## src/rtl/wb_stage.sv

```systemverilog
`default_nettype none
// +----------------------------------------------------------------------------+
// | Module      : wb_stage                                                     |
// | Description : Registered MEM/WB write-back stage for the LEGv8 pipeline.  |
// |               Captures MEM results, extracts/extends sub-doubleword loads, |
// |               selects ALU / load / link write data, suppresses XZR writes  |
// |               and drives the register-file write port plus an EX bypass.   |
// | Options     : define WB_RETIRE_CNT_EN to add the retire_cnt output.        |
// | Revision    : 1.0 - initial release                                        |
// +----------------------------------------------------------------------------+
module wb_stage #(
  parameter int DATA_W  = 64,
  parameter int REG_AW  = 5,
  parameter int XZR_IDX = 31
) (
  input  logic              clk,
  input  logic              reset,
  input  logic              stall,
  input  logic              flush,
  input  logic              in_valid,
  input  logic              in_reg_write,
  input  logic              in_mem_to_reg,
  input  logic              in_link,
  input  logic [1:0]        in_ld_size,
  input  logic              in_ld_signed,
  input  logic [REG_AW-1:0] in_rd_addr,
  input  logic [DATA_W-1:0] in_alu_result,
  input  logic [DATA_W-1:0] in_rd_data,
  input  logic [DATA_W-1:0] in_pc_plus4,
  output logic              reg_write,
  output logic [REG_AW-1:0] wr_addr,
  output logic [DATA_W-1:0] write_data,
  output logic              fwd_valid,
  output logic [REG_AW-1:0] fwd_addr,
`ifdef WB_RETIRE_CNT_EN
  output logic [31:0]       retire_cnt,
`endif
  output logic [DATA_W-1:0] fwd_data
);

  // Number of address bits that select a byte lane inside one data word.
  localparam int LANE = $clog2(DATA_W / 8);

  localparam logic [1:0] SZ_BYTE = 2'b00;
  localparam logic [1:0] SZ_HALF = 2'b01;
  localparam logic [1:0] SZ_WORD = 2'b10;

  logic              valid_q;
  logic              done_q;
  logic              reg_write_q;
  logic              mem_to_reg_q;
  logic              link_q;
  logic [1:0]        ld_size_q;
  logic              ld_signed_q;
  logic [REG_AW-1:0] rd_q;
  logic [DATA_W-1:0] alu_q;
  logic [DATA_W-1:0] rdata_q;
  logic [DATA_W-1:0] pc4_q;

  logic [LANE-1:0]   lane_off;
  logic [DATA_W-1:0] shifted;
  logic [DATA_W-1:0] field_mask;
  logic              sign_bit;
  logic [DATA_W-1:0] ext_load;
  logic [DATA_W-1:0] sel_data;
  logic              live;

  // Pipeline register: reset > flush > stall > capture; done_q marks an entry already written.
  always_ff @(posedge clk) begin
    if (reset || flush) begin
      valid_q      <= 1'b0;
      done_q       <= 1'b0;
      reg_write_q  <= 1'b0;
      mem_to_reg_q <= 1'b0;
      link_q       <= 1'b0;
      ld_size_q    <= 2'b00;
      ld_signed_q  <= 1'b0;
      rd_q         <= '0;
      alu_q        <= '0;
      rdata_q      <= '0;
      pc4_q        <= '0;
    end else if (stall) begin
      done_q <= done_q | valid_q;
    end else begin
      valid_q      <= in_valid;
      done_q       <= 1'b0;
      reg_write_q  <= in_reg_write;
      mem_to_reg_q <= in_mem_to_reg;
      link_q       <= in_link;
      ld_size_q    <= in_ld_size;
      ld_signed_q  <= in_ld_signed;
      rd_q         <= in_rd_addr;
      alu_q        <= in_alu_result;
      rdata_q      <= in_rd_data;
      pc4_q        <= in_pc_plus4;
    end
  end

  // Load lane extraction: round the address down to the access size, shift, mask and extend.
  // A doubleword (or a word on a 32-bit datapath) always starts at lane 0.
  always_comb begin
    lane_off   = '0;
    field_mask = '1;
    sign_bit   = 1'b0;
    case (ld_size_q)
      SZ_BYTE: lane_off = alu_q[LANE-1:0];
      SZ_HALF: lane_off = alu_q[LANE-1:0] & ~LANE'(1);
      SZ_WORD: lane_off = alu_q[LANE-1:0] & ~LANE'(3);
      default: lane_off = '0;
    endcase
    shifted = rdata_q >> {lane_off, 3'b000};
    case (ld_size_q)
      SZ_BYTE: begin
        field_mask = DATA_W'(8'hFF);
        sign_bit   = shifted[7];
      end
      SZ_HALF: begin
        field_mask = DATA_W'(16'hFFFF);
        sign_bit   = shifted[15];
      end
      SZ_WORD: begin
        field_mask = DATA_W'(32'hFFFF_FFFF);
        sign_bit   = shifted[31];
      end
      default: begin
        field_mask = DATA_W'(32'hFFFF_FFFF) | (DATA_W == 32 ? '0 : ~DATA_W'(32'hFFFF_FFFF));
        sign_bit   = shifted[31];
      end
    endcase
    ext_load = (shifted & field_mask) | ((ld_signed_q && sign_bit) ? ~field_mask : '0);
  end

  // Write-data select: link beats load, load beats ALU.
  always_comb begin
    sel_data = alu_q;
    if (link_q)
      sel_data = pc4_q;
    else if (mem_to_reg_q)
      sel_data = ext_load;
  end

  assign live       = valid_q & reg_write_q & (rd_q != REG_AW'(XZR_IDX));
  assign reg_write  = live & ~done_q;
  assign fwd_valid  = live;
  assign wr_addr    = valid_q ? rd_q : '0;
  assign fwd_addr   = wr_addr;
  assign write_data = valid_q ? sel_data : '0;
  assign fwd_data   = write_data;

`ifdef WB_RETIRE_CNT_EN
  logic [31:0] retire_q;

  // Count each entry once, on the edge where it leaves the stage without being flushed.
  always_ff @(posedge clk) begin
    if (reset)
      retire_q <= '0;
    else if (valid_q && !done_q && !flush)
      retire_q <= retire_q + 32'd1;
  end

  assign retire_cnt = retire_q;
`endif

endmodule
`default_nettype wire

```

## config.mk

```make
export PLATFORM = sky130hd
export DESIGN_NAME = wb_stage
export DESIGN_NICKNAME = d
export VERILOG_FILES = /design/src/rtl/wb_stage.sv
export SDC_FILE = /design/constraint.sdc
export NUM_CORES = 1
export LEC_CHECK = 0
export BUFFER_PORTS_ARGS = -buffer_cell sky130_fd_sc_hd__buf_4
export CAP_MARGIN = 20
export CORE_MARGIN = 2
export CORE_UTILIZATION = 52
export CTS_CLUSTER_DIAMETER = 120
export CTS_CLUSTER_SIZE = 30
export DETAILED_ROUTE_END_ITERATION = 8
export GPL_TIMING_DRIVEN = 0
export PLACE_DENSITY_LB_ADDON = 0.1
export SKIP_LAST_GASP = 1
export SYNTH_ARGS = -nofsm -noshare
export SYNTH_HDL_FRONTEND = slang
export SYNTH_SLANG_ARGS = --single-unit
```

## constraint.sdc

```tcl
create_clock -name clk -period 3.3 [get_ports clk]
set_input_delay 0.825 -clock clk [delete_from_list [all_inputs] [get_ports clk]]
set_output_delay 0.825 -clock clk [all_outputs]
set_load 0.01 [all_outputs]
```

==> Word-level counts from Yosys, hierarchy flattened <==
Index checks and enable logic that the tools add are counted.
{ "totals": {"word_cells": 36, "reg_bits": 205, "in_bits": 208, "out_inout_bits": 140} }
{ "classes": {"bitwise_logic": 9, "n_shift": 1, "n_eq_ne": 3, "muxes": 8, "reduce_logical": 4} }
{ "op_table": {"columns": ["op", "n"], "rows": [
  ["two-way mux 64 bit", 4],
  ["one-hot mux 64 bit (3 select lines)", 1],
  ["AND 64 bit", 1],
  ["inverter 64 bit", 1],
  ["bitwise OR 64 bit", 1],
  [">> shifter 64 x 6 -> 64 bit", 1],
  ["one-hot mux 3 bit (3 select lines)", 1],
  ["two-way mux 5 bit", 1],
  ["!= test 5 bit, second input constant", 1],
  ["AND 1 bit", 3],
  ["equality test 2 x 1 -> 1 bit, second input constant", 1],
  ["equality test 2 bit, second input constant", 1],
  ["logical NOT 2 bit", 1],
  ["inverter 1 bit", 2],
  ["one-hot mux 1 bit (2 select lines)", 1],
  ["OR reduction 2 bit", 1],
  ["logical AND 1 bit", 1],
  ["logical OR 1 bit", 1],
  ["bitwise OR 1 bit", 1]
]} }

==> Depth between registers and ports, before layout <==
{ "logic_depth": {"ltp_word": 10, "depth_mapped": 9} }

==> Worst setup path after synthesis <==
No wires, ideal clock.
{ "synth_path": {"kind": "flip-flop to output port", "start": "reg ld_size_q[1]", "end": "out write_data[6]", "t_required_ns": 2.475, "path_stages_with_launch": 8, "slack_ns": 0.476, "n_path_buf": 2, "arrival_time_ns": 1.999, "path_cell_list": "dfxtp_1 nor3b_4 buf_4 mux4_2 nand2_1 a31oi_1 a21o_1 buf_4"} }
{ "synth_between": {"elab_chain_len": 10} }
{ "synth_rtl": {"columns": ["item", "line", "text"], "rows": [
  ["from (decl)", "53", "logic [1:0] ld_size_q;"],
  ["from (signal assigned)", "90", "ld_size_q <= in_ld_size;"],
  ["equality test 2 bit (tied with other cells)", "105", "case (ld_size_q)"],
  ["one-hot mux 3 bit (3 select lines)", "105", null],
  [">> shifter 64 x 6 -> 64 bit", "111", "shifted = rdata_q >> {lane_off, 3'b000};"],
  ["one-hot mux 1 bit (2 select lines)", "112", "case (ld_size_q)"],
  ["logical AND 1 bit", "130", "ext_load = (shifted & field_mask) | ((ld_signed_q && sign_bit) ? ~field_mask : '0);"],
  ["two-way mux 64 bit", "130", null],
  ["bitwise OR 64 bit (*)", "130", null],
  ["two-way mux 64 bit (*)", "138", "else if (mem_to_reg_q)"],
  ["two-way mux 64 bit (*)", "136", "if (link_q)"],
  ["two-way mux 64 bit (*)", "147", "assign write_data = valid_q ? sel_data : '0;"],
  ["to (decl)", "32", "output logic [DATA_W-1:0] write_data,"]
]} }
Every way passes the cells marked *; elsewhere a longest branch is shown, timed or not.

==> Worst setup path after layout <==
{ "layout_path": {"start": "reg ld_size_q[0]", "end": "out write_data[52]"} }
{ "layout_between": {"elab_chain_len": 10} }
{ "layout_rtl": {"columns": ["item", "line"], "rows": [
  ["equality test 2 bit (tied with other cells)", "105, 112"],
  ["one-hot mux 3 bit (3 select lines)", "105"],
  [">> shifter 64 x 6 -> 64 bit", "111"],
  ["one-hot mux 1 bit (2 select lines)", "112"],
  ["logical AND 1 bit", "130"],
  ["two-way mux 64 bit", "130"],
  ["bitwise OR 64 bit (*)", "130"],
  ["two-way mux 64 bit (*)", "138"],
  ["two-way mux 64 bit (*)", "136"],
  ["two-way mux 64 bit (*)", "147"]
]} }
Marked as above.

==> results.md <==
* Status: complete, but fails checks
* Failing checks: negative setup slack
* Via count at 12702
* First-pass GRT wire length at 63.9 mm
* Layout area overhead at 52.8%
* Req. time, crit path at 2470 ps
* Synthesized area per cell at 8.39 um2
* Clk slew on worst S/H paths at 120 ps
* GRT overflow at 0
* Setup TNS at -17990 ps
* Slowest cell on crit path: dfxtp_4
* Fmax at 279 MHz
* Detailed Route WL at 49.3 mm
* Synth Area in Compound Gates at 13.8%
* Worst-path cell chain: clkbuf_4 > nand2b_1 > mux2i_2 > a31oi_2 > o21ai_4 > buf_12 > buf_12 > o22ai_4 > buf_4 > buf_4
* Vias in the first global route at 11043
* CP max stage delay at 400 ps
* Mux cell area share after synthesis at 22.9%
* Max_slew headroom at 11.1%
* H-tree levels at 1
* Synth Area in XOR/XNOR at 0%
* Worst path bufs/invs at 5
* Worst path arrival time at 2760 ps
* Synth warn at 0
* Post-Syn Instances at 1334
* Distinct cells, synth at 43
* CP Launch Type: register
* Synth top area cells: dfxtp_1 (37%), mux2i_1 (19%), nor2_1 (9.7%), buf_4 (5.0%), mux4_2 (3.8%)
* Sequential share of the synthesized area at 36.7%
* Skew final at 2.45 ps
* Utilization after layout at 81.1%
* Largest family of logic cells by synthesized area: multiplexers
* Top-area cell type share of the netlist area at 36.7%
* Unrepaired setup endpoints after global routing: true
* DRC viols at 0
* Die W at 151 um
* Tightest Pin Transition at 1330 ps
* PnR Total Power at 0.00525 W
* CTS tree: done
* Max Cap Violations at 0
* Cell taking the most area after synthesis: dfxtp_1
* Largest net degree at the start of global routing at 31
* Cell family with most CP delay: buffers and inverters
* Mapped Nets at 1542
* Setup CP Type: register to output port
* DRT Pass-1 Iters at 8
* Seq cells post-synth at 205
* Initial Util at 53.1%
* Max Slew Vio Count at 0
* Post-Synth Adder-Cell Area at 0%
* Worst min path class: register to register
* Ys async rst share at 0%
* Initial antenna violation count at 1
* P_int at 0.00375 W
* Clock power frac at 29.0%
* Most instantiated cells after synthesis: nor2_1 (289), mux2i_1 (211), dfxtp_1 (205), buf_4 (74), nand2_1 (68)
* Sw Pwr at 0.00150 W
* Syn Std Cell Area at 11200 um2
* Chip height at 151 um
* Placed inst area at 14100 um2
* GP Congestion at 0.999
* Vias per cell at 6.27
* Port Buffer Count at 346
* Crit share post-route at 109%
* Post-synth EDFFs at 0
* Worst IR Drop VDD at 0.000378 V
* Power density over cell area at 307 nW/um2
* Crit Path Max Fanout at 10
* CP Capture Type: output port
* Seq pwr share at 50.4%
* Num ports at 348
* DRT iter0 DRCs at 1494
* Row cnt at 53
* Clock Latency Late Sink at 480 ps
* Final Worst Setup Slack at -281 ps
* Die ar. at 22700 um2
* Clk buf depth at 3
* CTS Sinks at 205
* Clock root cell: clkbuf_16
* # setup viols final at 124
* Min Tclk post-route at 3580 ps
* CTS buffer count at 10
* Hold Fails Final Rpt at 0
* Simple-gate share of the synthesized area at 16.7%
* Nets@finish at 1955
* Combinational share of power at 20.6%
* Lkg Pwr at 7.48 nW
* Switching portion of total power at 28.5%
* Detail Placement HPWL at 32.4 mm
* Final design area excluding fillers at 17100 um2
* Top_reg_cell synth: dfxtp_1
* Antenna viol nets, final at 0
* Fraction of layout cells with a size suffix above 1 at 41.2%
* WL/cell at 24.4 um
* Count leader, synth: nor2_1
* Core Region at 21100 um2
* Worst slack at placement at -330 ps
* Global Route Usage Sum at 37.1%
## final timing paths
| path | startpoint | endpoint | slack (ps) | cells past startpoint |
|---|---|---|---|---|
| max reg2reg | ld_size_q[1] | ld_size_q[1] | 1580 | 5 |
| max | ld_size_q[0] | write_data[52] | -280 | 10 |
| min | pc4_q[57] | pc4_q[57] | 510 | 2 |
| min reg2reg | pc4_q[57] | pc4_q[57] | 510 | 2 |
## flip-flops by register name, indices dropped and copies added, names as in the netlist, 2 cells and up
name and flops:
alu_q 64, rdata_q 64, pc4_q 64, rd_q 5
ld_size_q 2
## metal layers
metal	vias up	wire [um]	global-route usage (%)
met2	1046	22900	60.7
li1	5413	-	-
met5	-	13	0
met3	231	5400	8.03
met4	2	3080	13.5
met1	6010	17900	48.2
## metrics by stage
step / std cells / hold slack (ps)
floorplan: 1334 / 454
global placement: 1955 / 470
detailed placement: 1955 / 479
CTS: 2002 / 507
global route: 2023 / 534
finish: 2025 / 508
## logic make-up (layout without fill, tap and decap cells)
kind of cell           count (synthesis)  in the layout
AOI/OAI and AO/OA                    240            240
buffers and inverters                214            628
DFF                                  205            205
muxes                                232            232
other                                  0              2
and+or+nand+nor                      443            443
## layout make-up
cell class | instances | area (um2)
clock buffers | 12 | 279
diodes | 2 | 5.00
multi-input cells | 915 | 7420
inverters | 32 | 123
clock inverters | 1 | 30.0
fillers | 1269 | 3990
flip-flops and latches | 205 | 4120
repair buffers | 411 | 3560
well taps | 275 | 344
plain buffers | 172 | 1230
## placed cells by master (no fill, tap or decap), types with 7 or more instances in the layout
cell type and instances:
o21ai_4 18, a31oi_1 9, inv_1 30, buf_1 21, a222oi_1 9, clkbuf_1 30, o221ai_4 7, buf_12 8
nand2_1 63, nor2b_1 15, mux2i_1 209, nand3_2 12, nand3_4 12, buf_4 365, nand4b_1 7, nand3_1 14
buf_6 115, mux4_2 19, a31oi_2 7, clkbuf_2 21, o211ai_1 11, clkbuf_16 15, a21oi_1 42, buf_2 9
o22ai_4 29, and2_1 8, o21ai_0 41, dfxtp_1 200, nor2_1 285
## power by group through the flow
stage | sequential [W] | combinational, W | clock, W
floorplan | 0.00265 | 0.000462 | 0
global placement | 0.00268 | 0.000806 | 0
detailed placement | 0.00269 | 0.000818 | 0
CTS | 0.00263 | 0.000934 | 0.00150
global route | 0.00265 | 0.00113 | 0.00158
finish | 0.00265 | 0.00108 | 0.00152
## what timing repair did
action / in CTS / in global routing
pin swaps: 26 / 55
buffers inserted: 36 / 21
gates cloned: 3 / 6
endpoints found under the setup margin: 129 / 124
hold buffers: 0 / 0
gates resized for setup: 234 / 233
## worst register-to-register path, stage by stage, from the launching register on
cell	delay, ps
dfxtp_4	410
buf_6	180
clkbuf_2	310
clkbuf_2	410
mux2i_1	160
nor2_1	170
(Power assumes the default switching activity.)
